<file path="src/rtl/osd_trace_sample_buffer.sv">
// Trace sample FIFO with drop accounting: when the FIFO is full, dropped samples are
// counted and later reported in-band as a single overflow record.
module osd_trace_sample_buffer #(
   parameter int WIDTH = 16,
   parameter int DEPTH = 4
) (
   input  logic             clk,
   input  logic             rst_n,
   input  logic [WIDTH-1:0] sample_data,
   input  logic             sample_valid,
   output logic [WIDTH-1:0] trace_data,
   output logic             trace_overflow,
   output logic             trace_valid,
   input  logic             trace_ready
);

   localparam int AW = $clog2(DEPTH);
   localparam logic [AW:0] CNT_FULL = (AW+1)'(DEPTH);

   typedef enum logic {ST_NORMAL, ST_PENDING} state_t;

   logic [WIDTH:0]   r_mem [DEPTH];
   logic [AW-1:0]    r_wptr, r_rptr;
   logic [AW:0]      r_cnt;
   state_t           r_state, w_state_nxt;
   logic [9:0]       r_ovf_cnt, w_ovf_cnt_nxt;
   logic             w_push, w_pop, w_space;
   logic [WIDTH:0]   w_wr_entry, w_head;
   logic [WIDTH-1:0] w_ovf_payload;

   assign trace_valid = (r_cnt != '0);
   assign w_pop       = trace_valid & trace_ready;
   // A pop frees a slot in the same edge, so a full FIFO can still accept one push.
   assign w_space     = (r_cnt < CNT_FULL) | w_pop;

   always_comb begin
      w_ovf_payload      = '0;
      w_ovf_payload[9:0] = r_ovf_cnt;
   end

   always_comb begin
      w_push        = 1'b0;
      w_wr_entry    = {1'b0, sample_data};
      w_state_nxt   = r_state;
      w_ovf_cnt_nxt = r_ovf_cnt;
      case (r_state)
         ST_NORMAL: begin
            if (sample_valid) begin
               if (w_space) begin
                  w_push = 1'b1;
               end else begin
                  w_ovf_cnt_nxt = 10'd1;
                  w_state_nxt   = ST_PENDING;
               end
            end
         end
         ST_PENDING: begin
            if (w_space) begin
               // Overflow record wins the slot; a coincident sample starts a new drop run.
               w_push     = 1'b1;
               w_wr_entry = {1'b1, w_ovf_payload};
               if (sample_valid) begin
                  w_ovf_cnt_nxt = 10'd1;
               end else begin
                  w_ovf_cnt_nxt = 10'd0;
                  w_state_nxt   = ST_NORMAL;
               end
            end else if (sample_valid && (r_ovf_cnt != 10'h3FF)) begin
               w_ovf_cnt_nxt = r_ovf_cnt + 10'd1;
            end
         end
         default: w_state_nxt = ST_NORMAL;
      endcase
   end

   always_ff @(posedge clk or negedge rst_n) begin
      if (!rst_n) begin
         r_state   <= ST_NORMAL;
         r_ovf_cnt <= '0;
         r_wptr    <= '0;
         r_rptr    <= '0;
         r_cnt     <= '0;
      end else begin
         r_state   <= w_state_nxt;
         r_ovf_cnt <= w_ovf_cnt_nxt;
         if (w_push) r_wptr <= r_wptr + 1'b1;
         if (w_pop)  r_rptr <= r_rptr + 1'b1;
         case ({w_push, w_pop})
            2'b10:   r_cnt <= r_cnt + 1'b1;
            2'b01:   r_cnt <= r_cnt - 1'b1;
            default: r_cnt <= r_cnt;
         endcase
      end
   end

   always_ff @(posedge clk) begin
      if (w_push) r_mem[r_wptr] <= w_wr_entry;
   end

   assign w_head         = r_mem[r_rptr];
   assign trace_data     = trace_valid ? w_head[WIDTH-1:0] : '0;
   assign trace_overflow = trace_valid & w_head[WIDTH];

endmodule

</file>
<file path="config.mk">
export PLATFORM = sky130hd
export DESIGN_NAME = osd_trace_sample_buffer
export DESIGN_NICKNAME = d
export VERILOG_FILES = /design/src/rtl/osd_trace_sample_buffer.sv
export SDC_FILE = /design/constraint.sdc
export NUM_CORES = 1
export LEC_CHECK = 0
export ABC_CLOCK_PERIOD_IN_PS = 4700
export CORE_MARGIN = 3
export CORE_UTILIZATION = 60
export CTS_CLUSTER_DIAMETER = 30
export DETAILED_ROUTE_END_ITERATION = 10
export DONT_BUFFER_PORTS = 1
export GPL_TIMING_DRIVEN = 0
export HOLD_SLACK_MARGIN = 0.1
export MAX_ROUTING_LAYER = met4
export PLACE_DENSITY = 0.76
export SYNTH_ARGS = -nofsm -noshare
export SYNTH_HDL_FRONTEND = slang
export SYNTH_SLANG_ARGS = --single-unit
export TNS_END_PERCENT = 30
</file>
<file path="constraint.sdc">
create_clock -name clk -period 4.7 [get_ports clk]
set_input_delay 0.235 -clock clk [delete_from_list [all_inputs] [get_ports clk]]
set_output_delay 0.235 -clock clk [all_outputs]
set_load 0.1 [all_outputs]
</file>
==> impl_summary.txt <==
----------------------------------------------------
[Status]
  Run status ... finished clean

[GRT]
  Global-route total usage across every layer ... 20.8%
  Via count of the first global-routing pass ... 2143
  Sum of overflow across all layers after global routing ... 0
  Maximum number of pins on one net before global-route repair ... 19
  Wire length of the first global-routing pass ... 10.8 mm
  Antenna violations before repair ... 0

[Flow run]
  Max-capacitance violation count ... 0

[Timing]
  Relative max-transition margin ... 34.6%
  Setup repair after global routing missed its margin ... no
  Total negative setup slack ... 0 ns
  Ratio of final minimum period to clock period ... 64.1%
  Final setup violation count ... 0
  Number of slew-limit violations in the final report ... 0
  Number of endpoints with negative hold slack in the final report ... 0
  Measured slew at the worst slew-check pin ... 0.988 ns
  Min Tclk post-route ... 3.01 ns
  Peak clock frequency supported by timing ... 332 MHz
  Clock Skew ... 0.0132 ns

[Logic synthesis]
  Cell area after synthesis ... 0.00381 mm^2
  EDFF count, synth ... 68
  Yosys warns ... 0
  Async S/R FF share, synth ... 20.9%
  Flip-flop and latch count after synthesis ... 86
  Distinct cells, synth ... 44
  Post-synth top flop ... sky130_fd_sc_hd__edfxtp_1
  Mapped Avg Cell Area ... 14.8 um^2
  Gate count of the mapped netlist ... 258
  Sequential element share of the synthesized area ... 65.4%
  Nets in the synthesized netlist ... 285

[Setup path]
  Startpoint type of the worst setup path ... register
  R2r setup slk ... 2.35 ns
  Number of cell instances on the worst register-to-register path ... 9
  Data required, critical path ... 4.47 ns
  Delay of the slowest critical-path stage ... 0.87 ns
  Crit path capture type ... primary output
  Sequence of cells on the critical path ... or3_1 -> clkbuf_1 -> clkbuf_2 -> and2_1
  Highest net fanout along the worst path ... 10
  Arrival time reported for the critical path endpoint ... 2.78 ns
  Critical path class ... reg2out
  Critical-path cell with the highest stage delay ... sky130_fd_sc_hd__and2_1

[Final layout]
  Most common cell after layout, fill and taps aside ... sky130_fd_sc_hd__edfxtp_1
  Net total in the final layout ... 297
  Area added between synthesis and finish ... 7.48%
  Storage element area ... 0.00249 mm^2
  Filler cells ... 428
  Top library cells by usage in the layout, fill and taps aside ... sky130_fd_sc_hd__edfxtp_1 (68), sky130_fd_sc_hd__nand2_1 (43), sky130_fd_sc_hd__and2_1 (28), sky130_fd_sc_hd__dfrtp_1 (18), sky130_fd_sc_hd__mux4_2 (17)
  Diodes inserted ... 0
  Multi-input gate area in the final layout ... 0.00124 mm^2
  Fraction of final layout cells sized beyond drive strength 1 ... 17.5%

[Floorplanning]
  Horiz. Die Dim ... 85.7 um
  Starting utilization of the core area ... 63.3%
  Die outline area ... 0.00735 mm^2
  Number of cell rows ... 28
  Core area ... 0.00603 mm^2
  I/O pin cnt ... 38
  Y dimension of the die ... 85.7 um

[Clocking]
  Clock network latency to the later pin of the worst-skew pair ... 0.35 ns
  Number of H-tree levels ... 3
  Number of instances resized during post-cts repair ... 0
  Post-CTS clock slew at the launch and capture registers of the worst setup and hold paths ... 0.08 ns
  Buffers from clock root to sink, at most ... 2
  Clock net sink count ... 86
  Post-CTS Setup Bufs ... 0
  Inserted Clock Buffers ... 9
  Cts hold-fix bufs ... 1
  CTS tree ... built
  Clock Tree Root ... sky130_fd_sc_hd__clkbuf_8

[Route]
  Router iterations before antenna repair ... 4
  Routed wire length per instance ... 18.9 um
  Iter 0 DRT Violations ... 137
  Routed length on met3 ... 438 um
  Vias post-DR ... 2065
  Detailed-routing wirelength on met1 ... 2.78 mm
  Met2 wire length ... 3.25 mm
  Drt drc ... 0
  Post-detailed-route count of antenna-violating nets ... 0
  Detail-routed via count per cell ... 5.90
  Uppermost metal layer occupied by signal nets ... met4
  Final Routed Wirelength ... 6.60 mm

[Worst hold path]
  Hold Path Class ... in2reg
  Hold Path Cell Cnt ... 3

[Placed design]
  Count of buffers inserted at the top-level ports ... 0
  Placed wire-length estimate ... 4.44 mm
  Final weighted congestion in routability-driven placement ... 0.859

----------------------------------------------------
-- stage by stage --
step / instance area, um^2 / hold WS (ns) / instances / util [%] / worst slack (ns)
finish: 4100 / 0.113 / 350 / 68.0 / 1.69
global route: 4100 / 0.126 / 350 / 68.0 / 1.55
CTS: 4100 / 0.102 / 350 / 68.0 / 1.10
detailed placement: 3910 / -0.0600 / 333 / 64.8 / 1.49
global placement: 3910 / -0.0600 / 333 / 64.8 / 1.52
floorplan: 3810 / -0.0606 / 258 / - / 1.92
-- cells by family (layout without fill, tap and decap cells) --
group                    Yosys count  in the layout  synth area share [%]
AND/OR/NAND/NOR                  100            100                  13.9
adder cells (fa/ha/maj)            7              7                  2.49
multiplexers                      20             20                  10.8
buffers and inverters             18             35                  2.20
flip-flops                        86             86                  65.4
XOR/XNOR                           6              6                  1.38
AO/OA/AOI/OAI                     21             21                  3.87
-- cells in the mapped netlist, types with 4 or more instances --
cell | count | share of area (%)
sky130_fd_sc_hd__and2_1 | 28 | 4.6
sky130_fd_sc_hd__buf_2 | 4 | 0.52
sky130_fd_sc_hd__dfrtp_1 | 18 | 12
sky130_fd_sc_hd__edfxtp_1 | 68 | 54
sky130_fd_sc_hd__ha_1 | 6 | 2.0
sky130_fd_sc_hd__inv_1 | 7 | 0.69
sky130_fd_sc_hd__mux4_2 | 17 | 10
sky130_fd_sc_hd__nand2_1 | 43 | 4.2
sky130_fd_sc_hd__nand3_1 | 5 | 0.66
sky130_fd_sc_hd__o21ai_0 | 6 | 0.79
-- layer usage --
metal	global-route usage, %	vias up
met4	10.5	0
met2	31.6	73
met5	-	-
met1	26.6	998
li1	-	983
met3	4.51	11
-- path summary, 6_finish.rpt --
check | startpoint | endpoint
max in group asynchronous | rst_n | r_rptr[1]
worst min-delay path | trace_ready | r_state
worst max register to register | r_cnt[2] | r_cnt[2]
worst max-delay path | r_cnt[2] | trace_data[10]
worst min register to register | r_cnt[0] | r_cnt[0]
min in group asynchronous | rst_n | r_ovf_cnt[0]
-- flip-flops by register name (all words and copies together) (netlist names) --
signal     flops
r_ovf_cnt     10
r_mem         68
r_rptr         2
r_cnt          3
r_state        1
r_wptr         2
-- layout make-up --
cell class,instances,area share (%)
Multi-Input combinational cell,154,30.2
Clock buffer,9,3.02
Buffer,10,1.34
Clock inverter,7,1.37
Timing Repair Buffer,1,0.244
Tap cell,75,2.29
Sequential cell,86,60.8
Inverter,8,0.733
-- critical path: cells and delay by family, from the launching register on --
family / cells / cell delay (ns)
buffers and inverters: 2 / 0.98
AND/OR/NAND/NOR: 2 / 1.00
flip-flops: 1 / 0.44
Power is left out: the tool's default activity adds up to more than one toggle a clock period on the data nets, which glitch-free logic cannot reach.
